$ cat src/rtl/servo_pkg.sv
// Shared codes, state encodings and helpers for the multi-channel servo controller.
package servo_pkg;

  // Width of every counter and pulse-width value in the design.
  localparam int CNT_W = 32;

  // Frame header and broadcast channel codes on the serial link.
  localparam logic [7:0] HDR_CODE   = 8'hFF;
  localparam logic [7:0] BCAST_CODE = 8'hFE;

  // Command parser states.
  typedef enum logic [1:0] {
    P_HUNT,
    P_CHAN,
    P_POS
  } parser_state_t;

  // UART receiver states.
  typedef enum logic [1:0] {
    RX_IDLE,
    RX_START,
    RX_DATA,
    RX_STOP
  } rx_state_t;

  // Pulse width in clocks for a given 8-bit position.
  function automatic logic [CNT_W-1:0] pulse_width(input logic [7:0] pos,
                                                    input int pmin,
                                                    input int pstep);
    return CNT_W'(pmin) + CNT_W'(pos) * CNT_W'(pstep);
  endfunction

endpackage

$ cat src/rtl/servo_uart_rx.sv
// 8N1 UART receiver: input synchroniser, false-start rejection,
// mid-bit sampling, one-cycle byte strobe and stop-bit error strobe.
module servo_uart_rx
  import servo_pkg::*;
#(
  parameter int BAUD_TICK = 5208
) (
  input  logic       clk,
  input  logic       rst,
  input  logic       i_rx,
  output logic [7:0] o_byte,
  output logic       o_valid,
  output logic       o_stop_err
);

  localparam logic [CNT_W-1:0] TICK_LAST = CNT_W'(BAUD_TICK - 1);
  localparam logic [CNT_W-1:0] HALF_LAST = CNT_W'(BAUD_TICK / 2 - 1);

  logic             r_sync1;
  logic             r_sync2;
  logic             r_sync3;
  rx_state_t        r_state;
  logic [CNT_W-1:0] r_cnt;
  logic [2:0]       r_bit_idx;
  logic [7:0]       r_shift;
  logic             r_valid;
  logic             r_stop_err;
  logic             w_fall;

  // A start is only recognised on a falling edge, so a line stuck low
  // after a framing error cannot retrigger reception.
  assign w_fall = r_sync3 & ~r_sync2;

  // Two-flop synchroniser plus one extra stage for edge detection.
  always_ff @(posedge clk or posedge rst) begin
    if (rst) begin
      r_sync1 <= 1'b1;
      r_sync2 <= 1'b1;
      r_sync3 <= 1'b1;
    end else begin
      r_sync1 <= i_rx;
      r_sync2 <= r_sync1;
      r_sync3 <= r_sync2;
    end
  end

  // Bit-timing state machine; strobes are registered one cycle after the stop sample.
  always_ff @(posedge clk or posedge rst) begin
    if (rst) begin
      r_state    <= RX_IDLE;
      r_cnt      <= '0;
      r_bit_idx  <= '0;
      r_shift    <= '0;
      r_valid    <= 1'b0;
      r_stop_err <= 1'b0;
    end else begin
      r_valid    <= 1'b0;
      r_stop_err <= 1'b0;
      case (r_state)
        RX_IDLE: begin
          r_cnt <= '0;
          if (w_fall) r_state <= RX_START;
        end
        RX_START: begin
          if (r_cnt == HALF_LAST) begin
            r_cnt     <= '0;
            r_bit_idx <= '0;
            r_state   <= r_sync2 ? RX_IDLE : RX_DATA;
          end else begin
            r_cnt <= r_cnt + 1'b1;
          end
        end
        RX_DATA: begin
          if (r_cnt == TICK_LAST) begin
            r_cnt   <= '0;
            r_shift <= {r_sync2, r_shift[7:1]};
            if (r_bit_idx == 3'd7) r_state <= RX_STOP;
            else r_bit_idx <= r_bit_idx + 1'b1;
          end else begin
            r_cnt <= r_cnt + 1'b1;
          end
        end
        RX_STOP: begin
          if (r_cnt == TICK_LAST) begin
            r_cnt      <= '0;
            r_state    <= RX_IDLE;
            r_valid    <= r_sync2;
            r_stop_err <= ~r_sync2;
          end else begin
            r_cnt <= r_cnt + 1'b1;
          end
        end
        default: r_state <= RX_IDLE;
      endcase
    end
  end

  assign o_byte     = r_shift;
  assign o_valid    = r_valid;
  assign o_stop_err = r_stop_err;

endmodule

$ cat src/rtl/multi_servo_uart_ctrl.sv
// Multi-channel servo controller: UART command frames (FF, channel, position)
// set per-channel targets; positions slew toward targets and drive PWM outputs.
module multi_servo_uart_ctrl
  import servo_pkg::*;
#(
  parameter int CLK_FREQ   = 50000000,
  parameter int BAUD_RATE  = 9600,
  parameter int NUM_CH     = 4,
  parameter int PWM_PERIOD = 1000000,
  parameter int PULSE_MIN  = 50000,
  parameter int PULSE_STEP = 196,
  parameter int SLEW_DIV   = 25000,
  parameter int CENTER     = 128
) (
  input  logic              clk50mhz,
  input  logic              rst,
  input  logic              uart_rx,
  output logic [NUM_CH-1:0] servo_pwm_out,
  output logic              cmd_valid,
  output logic              frame_err
);

  localparam int               BAUD_TICK = CLK_FREQ / BAUD_RATE;
  localparam logic [7:0]       NUM_CH_B  = 8'(NUM_CH);
  localparam logic [7:0]       CENTER_B  = 8'(CENTER);
  localparam logic [CNT_W-1:0] PWM_LAST  = CNT_W'(PWM_PERIOD - 1);
  localparam logic [CNT_W-1:0] SLEW_LAST = CNT_W'(SLEW_DIV - 1);
  localparam logic [CNT_W-1:0] RST_WIDTH = CNT_W'(PULSE_MIN + CENTER * PULSE_STEP);

  logic [7:0]       w_byte;
  logic             w_byte_valid;
  logic             w_stop_err;
  logic             w_pos_wr;
  logic             w_slew_tick;
  logic             w_pwm_zero;
  parser_state_t    r_state;
  logic [7:0]       r_chan;
  logic             r_cmd_valid;
  logic             r_frame_err;
  logic [CNT_W-1:0] r_slew_cnt;
  logic [CNT_W-1:0] r_pwm_cnt;

  servo_uart_rx #(
    .BAUD_TICK(BAUD_TICK)
  ) u_rx (
    .clk       (clk50mhz),
    .rst       (rst),
    .i_rx      (uart_rx),
    .o_byte    (w_byte),
    .o_valid   (w_byte_valid),
    .o_stop_err(w_stop_err)
  );

  // Frame parser: header hunt, channel latch, position write.
  always_ff @(posedge clk50mhz or posedge rst) begin
    if (rst) begin
      r_state     <= P_HUNT;
      r_chan      <= '0;
      r_cmd_valid <= 1'b0;
      r_frame_err <= 1'b0;
    end else begin
      r_cmd_valid <= 1'b0;
      r_frame_err <= w_stop_err;
      if (w_stop_err) begin
        r_state <= P_HUNT;
      end else if (w_byte_valid) begin
        case (r_state)
          P_HUNT: if (w_byte == HDR_CODE) r_state <= P_CHAN;
          P_CHAN: begin
            if (w_byte == HDR_CODE) begin
              r_state <= P_CHAN;
            end else if (w_byte < NUM_CH_B || w_byte == BCAST_CODE) begin
              r_chan  <= w_byte;
              r_state <= P_POS;
            end else begin
              r_frame_err <= 1'b1;
              r_state     <= P_HUNT;
            end
          end
          P_POS: begin
            if (w_byte == HDR_CODE) begin
              r_state <= P_CHAN;
            end else begin
              r_cmd_valid <= 1'b1;
              r_state     <= P_HUNT;
            end
          end
          default: r_state <= P_HUNT;
        endcase
      end
    end
  end

  // A position byte (anything but a header) in POS commits the command.
  assign w_pos_wr  = w_byte_valid && (r_state == P_POS) && (w_byte != HDR_CODE);
  assign cmd_valid = r_cmd_valid;
  assign frame_err = r_frame_err;

  // Free-running slew divider and PWM frame counter.
  always_ff @(posedge clk50mhz or posedge rst) begin
    if (rst) begin
      r_slew_cnt <= '0;
      r_pwm_cnt  <= '0;
    end else begin
      r_slew_cnt <= (r_slew_cnt == SLEW_LAST) ? '0 : r_slew_cnt + 1'b1;
      r_pwm_cnt  <= (r_pwm_cnt == PWM_LAST) ? '0 : r_pwm_cnt + 1'b1;
    end
  end

  assign w_slew_tick = (r_slew_cnt == SLEW_LAST);
  assign w_pwm_zero  = (r_pwm_cnt == '0);

  for (genvar gi = 0; gi < NUM_CH; gi++) begin : g_ch
    logic [7:0]       r_target;
    logic [7:0]       r_pos;
    logic [CNT_W-1:0] r_width;
    logic             r_pwm;
    logic             w_hit;

    assign w_hit = w_pos_wr && (r_chan == BCAST_CODE || r_chan == 8'(gi));

    // Target register; a same-cycle slew tick still sees the previous target.
    always_ff @(posedge clk50mhz or posedge rst) begin
      if (rst) r_target <= CENTER_B;
      else if (w_hit) r_target <= w_byte;
    end

    // Position moves one LSB toward the target on each slew tick.
    always_ff @(posedge clk50mhz or posedge rst) begin
      if (rst) begin
        r_pos <= CENTER_B;
      end else if (w_slew_tick) begin
        if (r_pos < r_target) r_pos <= r_pos + 1'b1;
        else if (r_pos > r_target) r_pos <= r_pos - 1'b1;
      end
    end

    // Width is captured only at frame start so a pulse in flight never changes length.
    always_ff @(posedge clk50mhz or posedge rst) begin
      if (rst) begin
        r_width <= RST_WIDTH;
        r_pwm   <= 1'b0;
      end else begin
        if (w_pwm_zero) r_width <= pulse_width(r_pos, PULSE_MIN, PULSE_STEP);
        r_pwm <= (r_pwm_cnt < r_width);
      end
    end

    assign servo_pwm_out[gi] = r_pwm;
  end

endmodule

$ cat config.mk
export PLATFORM = sky130hd
export DESIGN_NAME = multi_servo_uart_ctrl
export DESIGN_NICKNAME = d
export VERILOG_FILES = /design/src/rtl/servo_pkg.sv /design/src/rtl/servo_uart_rx.sv /design/src/rtl/multi_servo_uart_ctrl.sv
export SDC_FILE = /design/constraint.sdc
export NUM_CORES = 1
export LEC_CHECK = 0
export BUFFER_PORTS_ARGS = -buffer_cell sky130_fd_sc_hd__clkbuf_2
export CORE_MARGIN = 2
export CORE_UTILIZATION = 30
export DETAILED_ROUTE_END_ITERATION = 8
export PLACE_DENSITY_LB_ADDON = 0.15
export SETUP_SLACK_MARGIN = 0.5
export SYNTH_ARGS = -nofsm -noshare
export SYNTH_HDL_FRONTEND = slang
export SYNTH_HIERARCHICAL = 1
export SYNTH_SLANG_ARGS = --single-unit
$ cat constraint.sdc
create_clock -name clk50mhz -period 11.6 [get_ports clk50mhz]
set_input_delay 1.16 -clock clk50mhz [delete_from_list [all_inputs] [get_ports clk50mhz]]
set_output_delay 1.16 -clock clk50mhz [all_outputs]
set_load 0.02 [all_outputs]
; Word level (Yosys, flattened, before mapping)
; Cells that the tools add are included.
[op_classes]
addsub = 16
multipliers = 4
n_lt_le_gt_ge = 13
n_eq_ne = 24
muxes = 44
bitwise = 4
n_reduce_logical = 31
[op_table]
columns = operator, count
row1 = $lt A32 B32 Y1, 4
row2 = $mux W32, 4
row3 = $add A32 B1 Y32 const B, 3
row4 = $pmux W32 S3, 1
row5 = $add A16 B16 Y17 const A, 4
row6 = $mux W8, 8
row7 = $mul A8 B6 Y14 const B, 4
row8 = $add A8 B1 Y8 const B, 4
row9 = $eq A32 B12 Y1 const B, 1
row10 = $eq A32 B13 Y1 const B, 1
row11 = $eq A32 B15 Y1 const B, 1
row12 = $eq A32 B20 Y1 const B, 1
row13 = $gt A8 B8 Y1, 4
row14 = $logic_not A32 Y1, 1
row15 = $lt A8 B8 Y1, 4
row16 = $sub A8 B1 Y8 const B, 4
row17 = $eq A8 B8 Y1 const B, 3
row18 = $mux W2, 11
row19 = $eq A8 B2 Y1 const B, 2
row20 = $mux W1, 14
row21 = $reduce_and A2 Y1, 6
row22 = $reduce_bool A2 Y1, 6
row23 = $ne A2 B1 Y1 const B, 5
row24 = $reduce_and A5 Y1, 2
row25 = 21 further kinds, 38
[totals]
regBits = 322
inputBits = 3

; Depth between registers and ports, before layout
; Gate-level depths: netlist of the first run.
[depth]
ltp_word = 7
ltp_mapped = 14
ltp_nobuf = 14

; Modules after synthesis
; The synthesis of the first run kept the hierarchy.
[by_module_without_submodules]
columns = module, n_inst, cells_each, area_each_um2, seq_area_each_um2
row1 = multi_servo_uart_ctrl, 1, 1455, 14632.8, 5144.9
row2 = servo_uart_rx, 1, 228, 2417.3, 1255.0

; Least setup slack after synthesis of the first run
; No wires, ideal clock.
[synth_path]
path_type = register to register
start = register g_ch[0].r_pos[1]
end = register g_ch[0].r_width[16]
setup_time_ns = 0.073
arrival_time_ns = 3.178
t_required_ns = 11.527
path_slack_ns = 8.349
stages_incl_launch_ff = 12
path_cell_list = dfrtp_1 -> ha_1 -> fa_1 -> ha_1 -> ha_1 -> inv_1 -> fa_1 -> nand3b_1 -> nor4b_1 -> nand3_1 -> nor4b_2 -> a21oi_1
[synth_via]
elab_chain_cells = 2
[synth_lines]
columns = item, line_no
row1 = from (decl), multi_servo_uart_ctrl.sv:115  ; logic [7:0] r_pos;
row2 = from (signal assigned), multi_servo_uart_ctrl.sv:133  ; if (r_pos < r_target) r_pos <= r_pos + 1'b1;
row3 = from (signal assigned), multi_servo_uart_ctrl.sv:134  ; else if (r_pos > r_target) r_pos <= r_pos - 1'b1;
row4 = $mul A8 B6 Y14, servo_pkg.sv:30  ; return CNT_W'(pmin) + CNT_W'(pos) * CNT_W'(pstep);
row5 = $add A16 B16 Y17, servo_pkg.sv:30
row6 = to (signal assigned), multi_servo_uart_ctrl.sv:144  ; if (w_pwm_zero) r_width <= pulse_width(r_pos, PULSE_MIN, PULSE_STEP);
row7 = to (decl), multi_servo_uart_ctrl.sv:116  ; logic [CNT_W-1:0] r_width;
; Every way passes these cells.
; A chain may end at the register's enable or synchronous reset.

; Final worst setup path of the first run
[layout_path]
start = register g_ch[3].r_pos[1]
end = register g_ch[3].r_width[14]
[layout_via]
elab_chain_cells = 2
[layout_lines]
columns = item, line_no
row1 = from (decl), multi_servo_uart_ctrl.sv:115
row2 = from (signal assigned), multi_servo_uart_ctrl.sv:133
row3 = from (signal assigned), multi_servo_uart_ctrl.sv:134
row4 = $mul A8 B6 Y14, servo_pkg.sv:30
row5 = $add A16 B16 Y17, servo_pkg.sv:30
row6 = to (signal assigned), multi_servo_uart_ctrl.sv:144
row7 = to (decl), multi_servo_uart_ctrl.sv:116
; Every way passes these cells.

==> results of run 1 <==
registers in the layout, indices dropped and copies added (netlist names), named ones only:
register / cells
cmd_valid: 1
frame_err: 1
g_ch.r_pos: 32
g_ch.r_pwm: 4
g_ch.r_target: 32
g_ch.r_width: 60
r_chan: 8
r_pwm_cnt: 32
r_slew_cnt: 32
r_state: 2
u_rx/o_byte: 8
u_rx/o_stop_err: 1
u_rx/o_valid: 1
u_rx/r_bit_idx: 3
u_rx/r_cnt: 32
u_rx/r_state: 1
u_rx/r_sync1: 1
u_rx/r_sync2: 1
u_rx/r_sync3: 1
worst max-delay path by stage:
stage | endpoint | startpoint | slack, ps
finish | g_ch[3].r_width[14]$_DFFE_PP0N_ | g_ch[3].r_pos[1]$_DFFE_PP0P_ | 8040
CTS | g_ch[0].r_width[16]$_DFFE_PP1N_ | g_ch[0].r_pos[1]$_DFFE_PP0P_ | 8010
floorplan | cmd_valid$_DFF_PP0_ | rst | 4930
global placement | g_ch[1].r_width[14]$_DFFE_PP0N_ | g_ch[1].r_pos[1]$_DFFE_PP0P_ | 8100
detailed placement | g_ch[0].r_width[16]$_DFFE_PP1N_ | g_ch[0].r_pos[1]$_DFFE_PP0P_ | 8030
global route | g_ch[3].r_width[15]$_DFFE_PP0N_ | g_ch[3].r_pos[1]$_DFFE_PP0P_ | 7770
layout make-up:
| class | instances | area, µm² |
|---|---|---|
| Clock inverter | 18 | 272 |
| Multi-Input combinational cell | 1259 | 9960 |
| Timing Repair Buffer | 12 | 70.1 |
| Tap cell | 756 | 946 |
| Inverter | 141 | 537 |
| Fill cell | 5707 | 37100 |
| Clock buffer | 46 | 1020 |
| Sequential cell | 254 | 6400 |
cell families (layout without fill, tap and decap cells):
group	count (synthesis)	after routing	share of synthesized area
DFF	254	254	0.375
muxes	81	81	0.0534
AOI/OAI and AO/OA	266	266	0.101
xor gates and xnor gates	173	173	0.0889
adders and majority gates	247	247	0.188
and+or+nand+nor	492	492	0.152
buffers and inverters	170	217	0.0408
critical path, cell delays in order (launching register included):
cell and delay (ps):
dfrtp_1 480, ha_1 370, fa_1 470, ha_1 310
ha_1 220, inv_1 70, fa_1 450, nand3b_1 140
nor4b_1 430, nand3_1 190, xnor2_1 190, o21ai_0 90
metrics by stage:
stage	hold slack (ps)	power (mW)
6_report	364	2.16
5_1_grt	369	2.26
4_1_cts	365	2.21
3_5_place_dp	357	0.990
3_3_place_gp	353	0.990
2_1_floorplan	345	0.971
routing by layer:
layer,up-vias,GRT usage,wire length (µm)
met5,-,0,0
met4,0,0.0403,751
met3,49,0.0209,984
met2,98,0.216,16900
met1,5676,0.175,18300
li1,6027,-,-
power groups by stage:
stage               Clock (mW)  Combinational [mW]  Sequential (mW)
floorplan                    0              0.0443            0.927
global placement             0              0.0582            0.931
detailed placement           0              0.0590            0.931
CTS                       1.23              0.0601            0.916
global route              1.27              0.0677            0.918
finish                    1.19              0.0571            0.917
cell usage in the layout (no fill, tap or decap), drive strengths merged, types with 9 or more instances in the layout:
cell type and count:
nor2 105, nor2b 17, ha 231, a21oi 75
nor4 26, nor4b 11, inv 143, o21a 12
dfstp 35, and3 24, clkbuf 54, fa 16
a21o 29, o2111ai 9, xnor2 97, mux2 80
or2 12, nand4 41, dfrtp 219, nor3 14
o211ai 13, and2 12, o21ai 73, xor2 76
nor3b 9, nand3 78, nand2 109
==> out/results.ini, run 1 <==
[logic_synthesis]
synth.most_common_cell=ha_1
yosysTopAreaCellShare=0.321
ys_types=69
ys_top_cells_by_area=dfrtp_1 (32%), ha_1 (17%), dfstp_2 (5.4%), mux2_2 (5.3%), xnor2_1 (5.0%)
synthCells=1683
syn_nets=1933
async_flop_share=1.00
synth_top_flop_cell=dfrtp_1
yosysTopAreaCell=dfrtp_1
synth.cell_area_mm2=0.0171
synth.avg_cell_area_um2=10.1
synth_seq_area_share=0.375
yosys_warnings=6
synth_seq_cells=254
synth_common_cells=ha_1 (231), dfrtp_1 (219), inv_1 (141)
synth_edf_count=0

[pwr]
power_density_mw_per_mm2=113
intPower_mw=1.67
p_switching_mw=0.488
combPwrFrac=0.026
swShare=0.226
seqPwrFrac=0.424
irDropWorstVdd_mv=0.0743
pwr-share-clk=0.549
p_leak_nw=9.58

[detailed_routing]
dr.pass1.iters=5
drc_errors=0
wl_per_cell_um=14.8
drt-total-wl_um=36900
vias=11900
avgViaCountPerCell=4.77
ant_nets=0
drt_iter0_drc=516

[floorplanning]
coreArea_mm2=0.0563
io_pins=9
row_count=87
die_height_um=242
start_util=0.303
die_w_um=242
die_area_mm2=0.0588

[place]
port_buffers=8
pre_cts_ws_ps=8030
place_congestion=0.751
dp_cells=2422
hpwl_um=26400
post_dp_cell_area_mm2=0.0179

[job]
max-cap-violations=0

[cells_and_area]
area_delta_synth_final_pct=12.6
final_nets=1953
num_antenna_cells=0
fin_cells=2486
layout-drive-gt1-share=0.129
final_area_mm2=0.0192
finish.utilization=0.341

[outcome]
status=complete, no violations

[global_routing]
grt_overflow=0
grt_max_degree=129
grt_pass1_wl_um=63700
antenna_found_initial=0
grt_pass1_vias=12300
track_usage=0.131

[cts]
clock_path_buffers=3
cts_num_sinks=254
cts_tree=yes
hold_buffers=0
clkTransAtPathRegs_ps=60
cts_resized=0
cts_buffers=35
clk_latency_ps=540
clock-root-buffer=clkbuf_16
htree_levels=2
postCtsSetupRepairBufs=0

[setup_path]
r2r_end=g_ch[3].r_width[14]$_DFFE_PP0N_
timing.rr.start=g_ch[3].r_pos[1]$_DFFE_PP0P_
start_kind=flop
reg2reg_depth=11
arrival_ps=3940
critPathMaxFanout=7
critPathKind=flop to flop
reg2reg_slack_ps=8040
worstPathRequired_ps=11980
endpoint_kind=flop

[timing]
worst_slack_ps=8040
slew_headroom=0.288
hold_violations=0
worst_pin_slew_ps=1070
period_share=0.307
min_period_ps=3560
fmax_ghz=0.281
tns_ps=0
slew_viol_final=0
grt_setup_unrepaired=no
clock_skew_ps=24.6
setup_viol=0

[min_path]
hold_start=u_rx/r_sync1$_DFF_PP1_
hold_depth=0
hold_path_class=flop to flop
whs_endpoint=u_rx/r_sync2$_DFF_PP1_

Note: power is estimated with default switching activity, not from simulation.
==> inputs of run 2 (changes only) <==
==> constraint.sdc (replaced) <==
create_clock -name clk50mhz -period 3.65 [get_ports clk50mhz]
set_input_delay 0.365 -clock clk50mhz [delete_from_list [all_inputs] [get_ports clk50mhz]]
set_output_delay 0.365 -clock clk50mhz [all_outputs]
set_load 0.02 [all_outputs]
==> out/results.ini, run 2 (synthesis results as in run 1) <==
[cells_and_area]
finish.utilization=0.366  ; +0.0247
area_delta_synth_final_pct=20.8
n_fill_cell=5589  ; -2.1%
multi_input_area_mm2=0.0109  ; +9.1%
final_nets=2025  ; +3.7%
regMostFlops=g_ch.r_width
most-common-layout-cells=dfrtp_1 (200), ha_1 (196), inv_1 (131)
seq_area_mm2=0.00642  ; +0.37%
largest_reg_flops=60  ; unchanged
layout-drive-gt1-share=0.242  ; +0.113
mostFrequentLayoutCell=dfrtp_1
final_area_mm2=0.0206  ; +7.3%
fin_cells=2557  ; +2.9%
num_antenna_cells=0  ; unchanged

[global_routing]
grt_max_degree=113  ; -12%
grt_pass1_wl_um=64400  ; +1.2%
busiest_layer=met2
grt_pass1_vias=12400  ; +0.88%
use_met2=0.219  ; +0.00337
grt_overflow=0  ; unchanged
grt_util_met1=0.175  ; +0.000387
track_usage=0.132  ; +0.00112
antenna_found_initial=0  ; unchanged
met3_usage=0.0204  ; -0.000554

[outcome]
status=complete, no violations

[place]
dp_cells=2436  ; +0.58%
hpwl_um=26700  ; +1.1%
post_dp_cell_area_mm2=0.0181  ; +0.96%
port_buffers=8  ; unchanged
place_congestion=0.761  ; +1.3%

[detailed_routing]
drc_errors=0  ; unchanged
wl_per_cell_um=14.9  ; +0.58%
drt-total-wl_um=38200  ; +3.5%
avgViaCountPerCell=4.77  ; about the same
ant_nets=0  ; unchanged
dr.pass1.iters=4  ; -1
vias=12200  ; +2.9%
drt_iter0_drc=542  ; +5.0%

[cts]
cts_buffers=34  ; -2.9%
clk_latency_ps=550  ; about the same
clock-root-buffer=clkbuf_16
cts_tree=yes
cts_num_sinks=254  ; unchanged
clock_path_buffers=3  ; unchanged
clkTransAtPathRegs_ps=60  ; about the same
htree_levels=2  ; unchanged

[pwr]
p_leak_nw=9.99  ; +4.4%
power_density_mw_per_mm2=317  ; +180%
irDropWorstVdd_mv=0.326  ; +340%

[timing]
holdWs_ps=54.3  ; -310 ps
hold_violations=0  ; unchanged
grt_setup_unrepaired=yes
slew_viol_final=0  ; unchanged
tns_ps=0  ; unchanged
min_period_ps=3140  ; -419 ps
slew_headroom=0.291  ; +0.00300
worst_pin_slew_ps=1060  ; -4.49 ps
clock_skew_ps=24.5  ; -0.154 ps
fmax_ghz=0.318  ; +13%
setup_viol=0  ; unchanged
period_share=0.861  ; +0.554

[setup_path]
start_kind=flop
worstPathRequired_ps=4100  ; -7880 ps
critPathLaunch=g_ch[3].r_pos[1]$_DFFE_PP0P_
critPathKind=flop to flop
crit_chain=ha_4 -> fa_1 -> ha_1 -> ha_2 -> inv_2 -> fa_2 -> nor2b_4 -> o22ai_2 -> xnor2_2 -> buf_4 -> nand3_2 -> xor2_1 -> o21ai_1
endpoint_kind=flop
max_stage_delay_ps=450  ; -30 ps
critPathMaxFanout=5  ; -2
cp_slowest_cell=dfrtp_2
timing.rr.start=g_ch[3].r_pos[1]$_DFFE_PP0P_
arrival_ps=3590  ; -350 ps

[min_path]
hold_path_class=input port to async pin

[floorplanning]
row_count=87  ; unchanged
die_height_um=242  ; unchanged
die_area_mm2=0.0588  ; unchanged
io_pins=9  ; unchanged
coreArea_mm2=0.0563  ; unchanged
die_w_um=242  ; unchanged
start_util=0.303  ; unchanged

[job]
max-cap-violations=0  ; unchanged

## run 2: changes by cell type in the layout (fill, tap and decap cells not counted), moves of 7 or more
cell	change
buf_4	+66
ha_1	-35
ha_4	+28
a21oi_1	-21
a21oi_2	+20
dfrtp_1	-19
dfrtp_2	+19
inv_1	-8
ha_2	+7
xnor2_1	-7
xnor2_2	+7
## run 2: area by class of cell
type | instances | area share
Clock inverter | 17 | 0.00923
Clock buffer | 45 | 0.0463
Inverter | 141 | 0.0266
Multi-Input combinational cell | 1259 | 0.528
Timing Repair Buffer | 85 | 0.0325
Tap cell | 756 | 0.0459
Sequential cell | 254 | 0.312
## run 2: metal layers
metal  routed length [µm]  vias up
met1                18400     5891
met4                  829        0
met5                    0        -
li1                     -     6157
met3                  924       53
met2                18000       97
## run 2: path summary, 6_finish.rpt
check                                                        to  depth (start not counted)  slack, ps
worst max-delay path            g_ch[3].r_width[13]$_DFFE_PP1N_                         13        510
worst min-delay path                        cmd_valid$_DFF_PP0_                          2         50
worst max register to register  g_ch[3].r_width[13]$_DFFE_PP1N_                         13        510
worst min register to register           u_rx/r_sync2$_DFF_PP1_                          0        360
max in group asynchronous       g_ch[2].r_width[16]$_DFFE_PP1N_                          3       2610
min in group clk50mhz                    u_rx/r_sync2$_DFF_PP1_                          0        360
## run 2: where the power goes
| group | internal (mW) | switching (mW) | total [mW] | leakage [nW] |
|---|---|---|---|---|
| Sequential | 2.86 | 0.0516 | 2.91 | 3.26 |
| Combinational | 0.0627 | 0.124 | 0.187 | 6.17 |
| Clock | 2.07 | 1.36 | 3.43 | 0.559 |
| Total | 4.99 | 1.54 | 6.53 | 9.99 |
## run 2: what timing repair did
action	in CTS	in global routing
hold buffers	1	0
setup buffers	37	21
gates cloned	0	0
hold endpoints to repair	1	0
resized for setup	87	80
pin swaps	38	59
setup endpoints to repair	28	28
## run 2: metrics by stage
stage	power, mW	worst slack [ps]
floorplan	3.09	546
global placement	3.15	307
detailed placement	3.15	246
CTS	6.67	500
global route	6.81	360
finish	6.53	508
## run 2: worst max-delay path: cells and delay by family, from the launching register on
kind	cells	cell delay (ps)
DFF	1	450
xor gates and xnor gates	2	440
AOI/OAI and AO/OA	2	210
and+or+nand+nor	2	220
buffers and inverters	2	210
adders and majority gates	5	1550
==> inputs of run 3 (changes only) <==
--- a/config.mk
+++ b/config.mk
@@ -6,6 +6,7 @@
 export NUM_CORES = 1
 export LEC_CHECK = 0
 export BUFFER_PORTS_ARGS = -buffer_cell sky130_fd_sc_hd__clkbuf_2
+export CORE_ASPECT_RATIO = 0.5
 export CORE_MARGIN = 2
 export CORE_UTILIZATION = 30
 export DETAILED_ROUTE_END_ITERATION = 8
@@ -15,3 +16,4 @@
 export SYNTH_HDL_FRONTEND = slang
 export SYNTH_HIERARCHICAL = 1
 export SYNTH_SLANG_ARGS = --single-unit
+export TNS_END_PERCENT = 20
==> out/results.ini, run 3 (synthesis results as in run 1) <==
[detailed_routing]
ant_nets=0  ; unchanged
drt-total-wl_um=38200  ; about the same
vias=12100  ; -1.1%
drc_errors=0  ; unchanged
dr.pass1.iters=4  ; unchanged
wl_per_cell_um=15.0  ; +0.25%
avgViaCountPerCell=4.73  ; -0.95%
drt_iter0_drc=447  ; -18%

[setup_path]
crit_chain=ha_4 -> fa_2 -> ha_4 -> ha_4 -> inv_2 -> fa_2 -> nor2b_4 -> o22ai_2 -> xnor2_2 -> a41oi_2 -> xnor2_1 -> o21ai_0
reg2reg_depth=12  ; -1
arrival_ps=3560  ; -30 ps
timing.rr.start=g_ch[3].r_pos[2]$_DFFE_PP0P_
crit_end=g_ch[3].r_width[15]$_DFFE_PP0N_
max_stage_delay_ps=460  ; about the same
cp_common_cell=ha_4
cp_top_family=adder cells
start_kind=flop
critPathMaxFanout=4  ; -1
critPathLaunch=g_ch[3].r_pos[2]$_DFFE_PP0P_
reg2reg_slack_ps=470  ; -30 ps
crit_buf_inv=1  ; -1
cp_slowest_cell=fa_2
worstPathRequired_ps=4030  ; -70 ps
r2r_end=g_ch[3].r_width[15]$_DFFE_PP0N_
endpoint_kind=flop
critPathKind=flop to flop
cp.depth=12  ; -1

[job]
max-cap-violations=0  ; unchanged

[place]
hpwl_um=26500  ; -0.56%
pre_cts_ws_ps=165  ; -80.5 ps
port_buffers=8  ; unchanged
place_congestion=0.747  ; -1.8%

[pwr]
power_density_mw_per_mm2=297  ; -6.2%
total_power_mw=6.09  ; -6.6%
irDropWorstVdd_mv=0.342  ; +5.0%
p_leak_nw=9.95  ; -0.43%

[cts]
clock_path_buffers=3  ; unchanged
cts_buffers=28  ; -18%
clkTransAtPathRegs_ps=60  ; about the same
htree_levels=1  ; -1
cts_num_sinks=254  ; unchanged
clock-root-buffer=clkbuf_16
cts_tree=yes
clk_latency_ps=570  ; +20 ps

[timing]
slew_headroom=0.279  ; -0.0119
setup_viol=0  ; unchanged
tns_ps=0  ; unchanged
min_period_ps=3180  ; +33.9 ps
period_share=0.870  ; +0.00930
slew_viol_final=0  ; unchanged
hold_violations=0  ; unchanged
worst_slack_ps=474  ; -33.9 ps
grt_setup_unrepaired=yes
worst_pin_slew_ps=1080  ; +17.8 ps
clock_skew_ps=32.7  ; +8.28 ps
fmax_ghz=0.315  ; -1.1%

[cells_and_area]
largest_reg_flops=60  ; unchanged
area_delta_synth_final_pct=20.2
mostFrequentLayoutCell=dfrtp_1
most-common-layout-cells=dfrtp_1 (204), ha_1 (194), inv_1 (130)
final_nets=2024  ; -0.049%
n_fill_cell=5638  ; +0.88%
layout-drive-gt1-share=0.238  ; -0.00378
regMostFlops=g_ch.r_width

[global_routing]
track_usage=0.131  ; -0.00104
antenna_found_initial=0  ; unchanged
grt_pass1_vias=12200  ; -1.3%
grt_pass1_wl_um=64000  ; -0.59%
grt_overflow=0  ; unchanged
grt_max_degree=113  ; unchanged

[floorplanning]
die_height_um=173  ; -29%
io_pins=9  ; unchanged
coreArea_mm2=0.0559  ; -0.73%
row_count=61  ; -30%
die_w_um=341  ; +41%
start_util=0.305  ; +0.00222
die_area_mm2=0.0589  ; +0.20%

[min_path]
hold_path_class=input port to async pin

[outcome]
status=complete, no violations

## run 3: layout make-up
type | instances | area (µm²) | share of cell area
inverter | 141 | 546 | 0.0266
sequential | 254 | 6420 | 0.313
antenna | 1 | 2.50 | 0.000122
tap | 756 | 946 | 0.0461
clock inverter | 12 | 159 | 0.00775
clock buffer | 40 | 806 | 0.0393
timing repair buffer | 90 | 713 | 0.0348
multi-input combinational | 1259 | 10900 | 0.532
## run 3: routing by layer
layer / global-route usage / share of wire
met5: 0 / 0
met4: 0.0248 / 0.014
met3: 0.0193 / 0.023
met2: 0.207 / 0.44
met1: 0.189 / 0.52
## run 3: how the worst min path moves through the flow
stage / to / cells after the start
2_1_floorplan: u_rx/r_sync2$_DFF_PP1_ / 0
3_3_place_gp: u_rx/r_sync2$_DFF_PP1_ / 0
3_5_place_dp: u_rx/r_sync2$_DFF_PP1_ / 0
4_1_cts: r_slew_cnt[11]$_DFF_PP0_ / 3
5_1_grt: u_rx/r_sync2$_DFF_PP1_ / 0
6_report: r_slew_cnt[13]$_DFF_PP0_ / 3
## run 3: where the power goes
part           switching, mW  leakage, nW  internal, mW
Combinational          0.123         6.21        0.0619
Sequential            0.0513         3.27          2.86
Clock                   1.25        0.469          1.75
## run 3: through the flow
step	utilization	hold WS [ps]	std cells	cell area (µm²)
final	0.367	357	2553	20500
after global routing	0.367	368	2552	20500
after CTS	0.353	347	2528	19700
after detailed placement	0.325	348	2451	18200
after global placement	0.325	350	2451	18200
after floorplan	-	345	1683	17100
## run 3: tightest hold or removal path: stages
cell and delay, ps:
dlygate4sd3_1 530, clkbuf_2 130, clkinvlp_4 310
## run 3: what timing repair did
action | 4_1_cts | 5_1_grt
endpoints found under the hold margin | 15 | 0
pin swaps | 35 | 59
endpoints found under the setup margin | 28 | 35
gates cloned | 0 | 0
gates resized for setup | 82 | 92
hold buffers | 2 | 0
setup buffers | 23 | 24
